**src/rtl/spi_pkg.sv**
```systemverilog
// Shared types and constants for the SPI master and anything that talks to it.
package spi_pkg;

  localparam int FRAME_W = 10;
  localparam int DATA_W  = 8;
  localparam int CNT_W   = 4;

  typedef enum logic [1:0] {
    WR_ADDR = 2'b00,
    WR_DATA = 2'b01,
    RD_ADDR = 2'b10,
    RD_DATA = 2'b11
  } op_t;

  typedef enum logic [2:0] {
    ST_IDLE,
    ST_CTRL,
    ST_SHIFT,
    ST_HOLD,
    ST_TURN,
    ST_RECV,
    ST_GAP
  } state_t;

endpackage

```
**src/rtl/spi_master.sv**
```systemverilog
// Single-clock SPI frame master: 10-bit {op, payload} frames out on MOSI and,
// for read-data frames, an 8-bit response sampled from MISO after a turnaround.
//
// state | meaning
// IDLE  | SS_n high, cmd_ready high, waiting for a command
// CTRL  | SS_n low, MOSI presents op[1] one cycle ahead of the frame
// SHIFT | 10 frame bits on MOSI, MSB first
// HOLD  | one trailing cycle before release (non read-data frames)
// TURN  | RD_TURN cycles of slave turnaround
// RECV  | 8 MISO samples, MSB first
// GAP   | SS_n high for GAP cycles before returning to IDLE
module spi_master
  import spi_pkg::*;
#(
  parameter int RD_TURN = 2,
  parameter int GAP     = 1
) (
  input  logic              clk,
  input  logic              rst_n,
  input  logic              cmd_valid,
  output logic              cmd_ready,
  input  logic [1:0]        cmd_op,
  input  logic [DATA_W-1:0] cmd_data,
  output logic              rsp_valid,
  output logic [DATA_W-1:0] rsp_data,
  output logic              busy,
  output logic              SS_n,
  output logic              MOSI,
  input  logic              MISO
);

  localparam logic [CNT_W-1:0] SHIFT_LOAD = CNT_W'(FRAME_W - 1);
  localparam logic [CNT_W-1:0] TURN_LOAD  = CNT_W'(RD_TURN - 1);
  localparam logic [CNT_W-1:0] RECV_LOAD  = CNT_W'(DATA_W - 1);
  localparam logic [CNT_W-1:0] GAP_LOAD   = CNT_W'(GAP - 1);

  state_t              state, state_nxt;
  op_t                 op_q;
  logic [CNT_W-1:0]    cnt, cnt_load;
  logic [FRAME_W-1:0]  tx_sr;
  logic [DATA_W-1:0]   rx_sr;
  logic [DATA_W-1:0]   rsp_q;
  logic                run;
  logic                accept;
  logic                cnt_done;

  assign accept    = cmd_valid & cmd_ready;
  assign cnt_done  = (cnt == '0);
  // run keeps cmd_ready low while in reset and for the cycle up to the first edge
  assign cmd_ready = run & (state == ST_IDLE);
  assign busy      = (state != ST_IDLE);
  assign SS_n      = (state == ST_IDLE) | (state == ST_GAP);
  assign MOSI      = ((state == ST_CTRL) | (state == ST_SHIFT)) & tx_sr[FRAME_W-1];
  // rx_sr already holds the full byte during the pulse; rsp_q keeps it afterwards
  assign rsp_data  = rsp_valid ? rx_sr : rsp_q;

  always_comb begin
    state_nxt = state;
    cnt_load  = '0;
    case (state)
      ST_IDLE:  if (accept) state_nxt = ST_CTRL;
      ST_CTRL: begin
        state_nxt = ST_SHIFT;
        cnt_load  = SHIFT_LOAD;
      end
      ST_SHIFT: begin
        if (cnt_done) begin
          if (op_q == RD_DATA) begin
            state_nxt = ST_TURN;
            cnt_load  = TURN_LOAD;
          end else begin
            state_nxt = ST_HOLD;
          end
        end
      end
      ST_HOLD: begin
        state_nxt = ST_GAP;
        cnt_load  = GAP_LOAD;
      end
      ST_TURN: begin
        if (cnt_done) begin
          state_nxt = ST_RECV;
          cnt_load  = RECV_LOAD;
        end
      end
      ST_RECV: begin
        if (cnt_done) begin
          state_nxt = ST_GAP;
          cnt_load  = GAP_LOAD;
        end
      end
      ST_GAP:   if (cnt_done) state_nxt = ST_IDLE;
      default:  state_nxt = ST_IDLE;
    endcase
  end

  always_ff @(posedge clk or negedge rst_n) begin
    if (!rst_n) begin
      state     <= ST_IDLE;
      op_q      <= WR_ADDR;
      cnt       <= '0;
      tx_sr     <= '0;
      rx_sr     <= '0;
      rsp_q     <= '0;
      rsp_valid <= 1'b0;
      run       <= 1'b0;
    end else begin
      state     <= state_nxt;
      run       <= 1'b1;
      rsp_valid <= (state == ST_RECV) & cnt_done;

      // Reload on every state change; otherwise count down and park at zero
      if (state_nxt != state) begin
        cnt <= cnt_load;
      end else if (!cnt_done) begin
        cnt <= cnt - 1'b1;
      end

      if (accept) begin
        op_q  <= op_t'(cmd_op);
        tx_sr <= {cmd_op, cmd_data};
      end else if (state == ST_SHIFT) begin
        tx_sr <= {tx_sr[FRAME_W-2:0], 1'b0};
      end

      if (state == ST_RECV) begin
        rx_sr <= {rx_sr[DATA_W-2:0], MISO};
      end

      if (rsp_valid) begin
        rsp_q <= rx_sr;
      end
    end
  end

endmodule

```
**config.mk**
```make
export PLATFORM = sky130hd
export DESIGN_NAME = spi_master
export DESIGN_NICKNAME = d
export VERILOG_FILES = /design/src/rtl/spi_pkg.sv /design/src/rtl/spi_master.sv
export SDC_FILE = /design/constraint.sdc
export NUM_CORES = 1
export LEC_CHECK = 0
export BUFFER_PORTS_ARGS = -buffer_cell sky130_fd_sc_hd__buf_2
export CORE_UTILIZATION = 30
export CTS_CLUSTER_SIZE = 10
export DETAILED_ROUTE_END_ITERATION = 16
export MAX_ROUTING_LAYER = met4
export PLACE_DENSITY = 0.45
export SYNTH_ARGS = -nofsm -noshare
export SYNTH_HDL_FRONTEND = slang
export SYNTH_SLANG_ARGS = --single-unit
```
**constraint.sdc**
```tcl
create_clock -name clk -period 4.85 [get_ports clk]
set_input_delay 0.2425 -clock clk [delete_from_list [all_inputs] [get_ports clk]]
set_output_delay 0.2425 -clock clk [all_outputs]
set_load 0.02 [all_outputs]
```
==> impl_metrics.toml <==
[routing]
firstDrtPassIters = 4
drt_iter0_drc = 82
viasPerCell = 4.73
finalWirelength_um = 3340
vias = 1221
wl_per_cell_um = 12.9
drc = 0
ant_nets = 0

[final_layout]
regArea_um2 = 926
diodes = 0
layout-drive-gt1-share_pct = 27.4
area_delta_synth_final_pct = 15.2
fin_nets = 201
multi_input_area_um2 = 711
final_core_util_pct = 35.8
fillers = 575
finalNonFillerCells = 258

[cts]
clk_latency_ns = 0.28
cts_resized = 0
cts_tree = "built"
clkTransAtPathRegs_ns = 0.07
cts_buffers = 5
cts.path.max_buffers = 2
htree_num_levels = 2
cts_setup_buffers = 0
root_buffer = "clkbuf_8"
clock-sinks = 37
ctsHoldBuffers = 0

[pwr]
comb_power_share_pct = 35.8
leakage_nw = 0.972
ir_drop_v = 0.000225
p_clk_share_pct = 19.9
internal_power_uw = 671
p_sw_share_pct = 37.6
p_switching_uw = 404
fin_total_pwr_mw = 1.07
seq_power_share_pct = 44.3
cellPowerDensity_nw_per_um2 = 549

[timing]
hold_viol_final = 0
fin_hold_ws_ns = 0.0603
fmax_mhz = 547
min_period_ns = 1.83
worst_slew_pin_slew_ns = 0.840
fin_crit_sh_pct = 37.7
finClkSkew_ns = 0.00676
finalSetupViolations = 0
slew_violations = 0
fin_setup_tns_ns = 0
relSlewSlack_pct = 44.0
rsz0062_at_grt = "no"

[setup_path]
startpoint_type = "register"
crit_required_ns = 5.02
crit_path_end_kind = "register"
arrival_ns = 2.00
crit_fanout = 11
path_class = "register to register"

[floorplan]
die_w_um = 77.3
rows = 27
core_area_um2 = 5470
die_area_um2 = 5970
dieHeight_um = 77.3
ioPinCount = 27
initial_core_util_pct = 31.0

[global_routing]
grt_overflow = 0
grtUsageTotal_pct = 12.6
antenna_found_initial = 0
first_global_vias = 1215
grt_pass1_wl_um = 5660
grt_start_max_net_pins = 38

[synthesis]
synth_edf_count = 0
seq_area_frac_synth_pct = 54.5
synth_cell_type_count = 34
synth_top_cell_by_area = "dfrtp_1"
synth.most_common_cell = "dfrtp_1"
mappedNetlistArea_um2 = 1700
ys_seq_elements = 37
yosys_warnings = 0
synth_nets = 176
synth_common_cells = "dfrtp_1 (37), nand2_1 (29), mux2_2 (17)"
syn_area_per_cell_um2 = 10.6
yosysTopAreaCellShare_pct = 54.5
synth_flop_cell = "dfrtp_1"
postSynthCellCount = 161
async_reset_ff_share_pct = 100
synth.area.top_cells = "dfrtp_1 (54%), mux2_2 (11%), nand2_1 (6.4%), o21ai_0 (3.8%), a22oi_1 (2.7%)"

[placed_design]
gp_congestion = 0.790
place_inst = 251
io_buffer_count = 26
dp_hpwl_um = 2350

[run_status]
status = "finished clean"

[job]
max_cap_violations = 0

[hold_path]
hp-class = "input pin to asynchronous set/reset pin"
[power by group through the flow]
stage                     sequential (mW)  combinational, mW  clock [mW]
after floorplan                     0.436              0.344           0
after global placement              0.479              0.381           0
after detailed placement            0.482              0.388           0
after CTS                           0.475              0.390       0.222
after global routing                0.490              0.437       0.236
final                               0.476              0.385       0.214
[layout make-up]
class,instances,share of cell area (%)
multi-input combinational,112,36.3
inverter,4,0.767
tap,72,4.60
clock buffer,7,4.41
timing repair buffer,26,6.65
sequential,37,47.3
[sequential cells by signal, indices dropped and copies added (netlist names)]
register	cells
tx_sr	10
rsp_q	8
rx_sr	8
cnt	4
state	3
op_q	2
rsp_valid	1
run	1
[routing by layer]
metal  track usage, %  wire [um]
met5                -          0
met4             4.72         39
met3             4.40        159
met2             19.1       1540
met1             15.5       1600
[worst max-delay path, cell delays in order, from the launching register on]
cell and delay, ns:
dfrtp_1 0.41, inv_1 0.08, ha_1 0.22, or3b_1 0.53
nand2_1 0.12, a21oi_1 0.06, o311ai_1 0.30
[cells by family after synthesis]
group | Yosys count | share of synthesized area [%]
mux | 20 | 13.0
buf+inv | 12 | 3.68
flops | 37 | 54.5
compound gates | 30 | 11.0
fa+ha+maj | 1 | 0.736
other cells | 1 | 0.221
simple gates | 58 | 15.8
xor+xnor | 2 | 1.03
[cell usage in the layout, fill, tap and decap left out, drive strengths merged, types with 2 or more instances in the layout]
| cell | count |
|---|---|
| inv | 4 |
| nor2b | 3 |
| mux2 | 17 |
| nand2 | 30 |
| a22oi | 6 |
| o311ai | 2 |
| o21ai | 13 |
| dfrtp | 37 |
| buf | 26 |
| mux2i | 3 |
| clkbuf | 7 |
| nor2 | 11 |
| nor3 | 4 |
| a21oi | 5 |
| nand3 | 2 |
| and2 | 3 |
[stage by stage]
step	instance area (um2)	setup slack [ns]
2_1_floorplan	1700	3.18
3_3_place_gp	1870	3.10
3_5_place_dp	1870	3.03
4_1_cts	1960	3.00
5_1_grt	1960	2.89
6_report	1960	3.02
[final timing paths]
kind,startpoint,endpoint,slack (ns),depth (start not counted)
setup / recovery,cnt[0],cnt[0],3.02,6
hold / removal,rst_n,cnt[3],0.06,1
setup reg to reg,cnt[0],cnt[0],3.02,6
hold reg to reg,tx_sr[1],tx_sr[1],0.48,2
max in group asynchronous,rst_n,tx_sr[2],4.26,1
min in group clk,cmd_data[0],tx_sr[0],0.17,3
No activity file was read; power rests on OpenSTA's default activity.
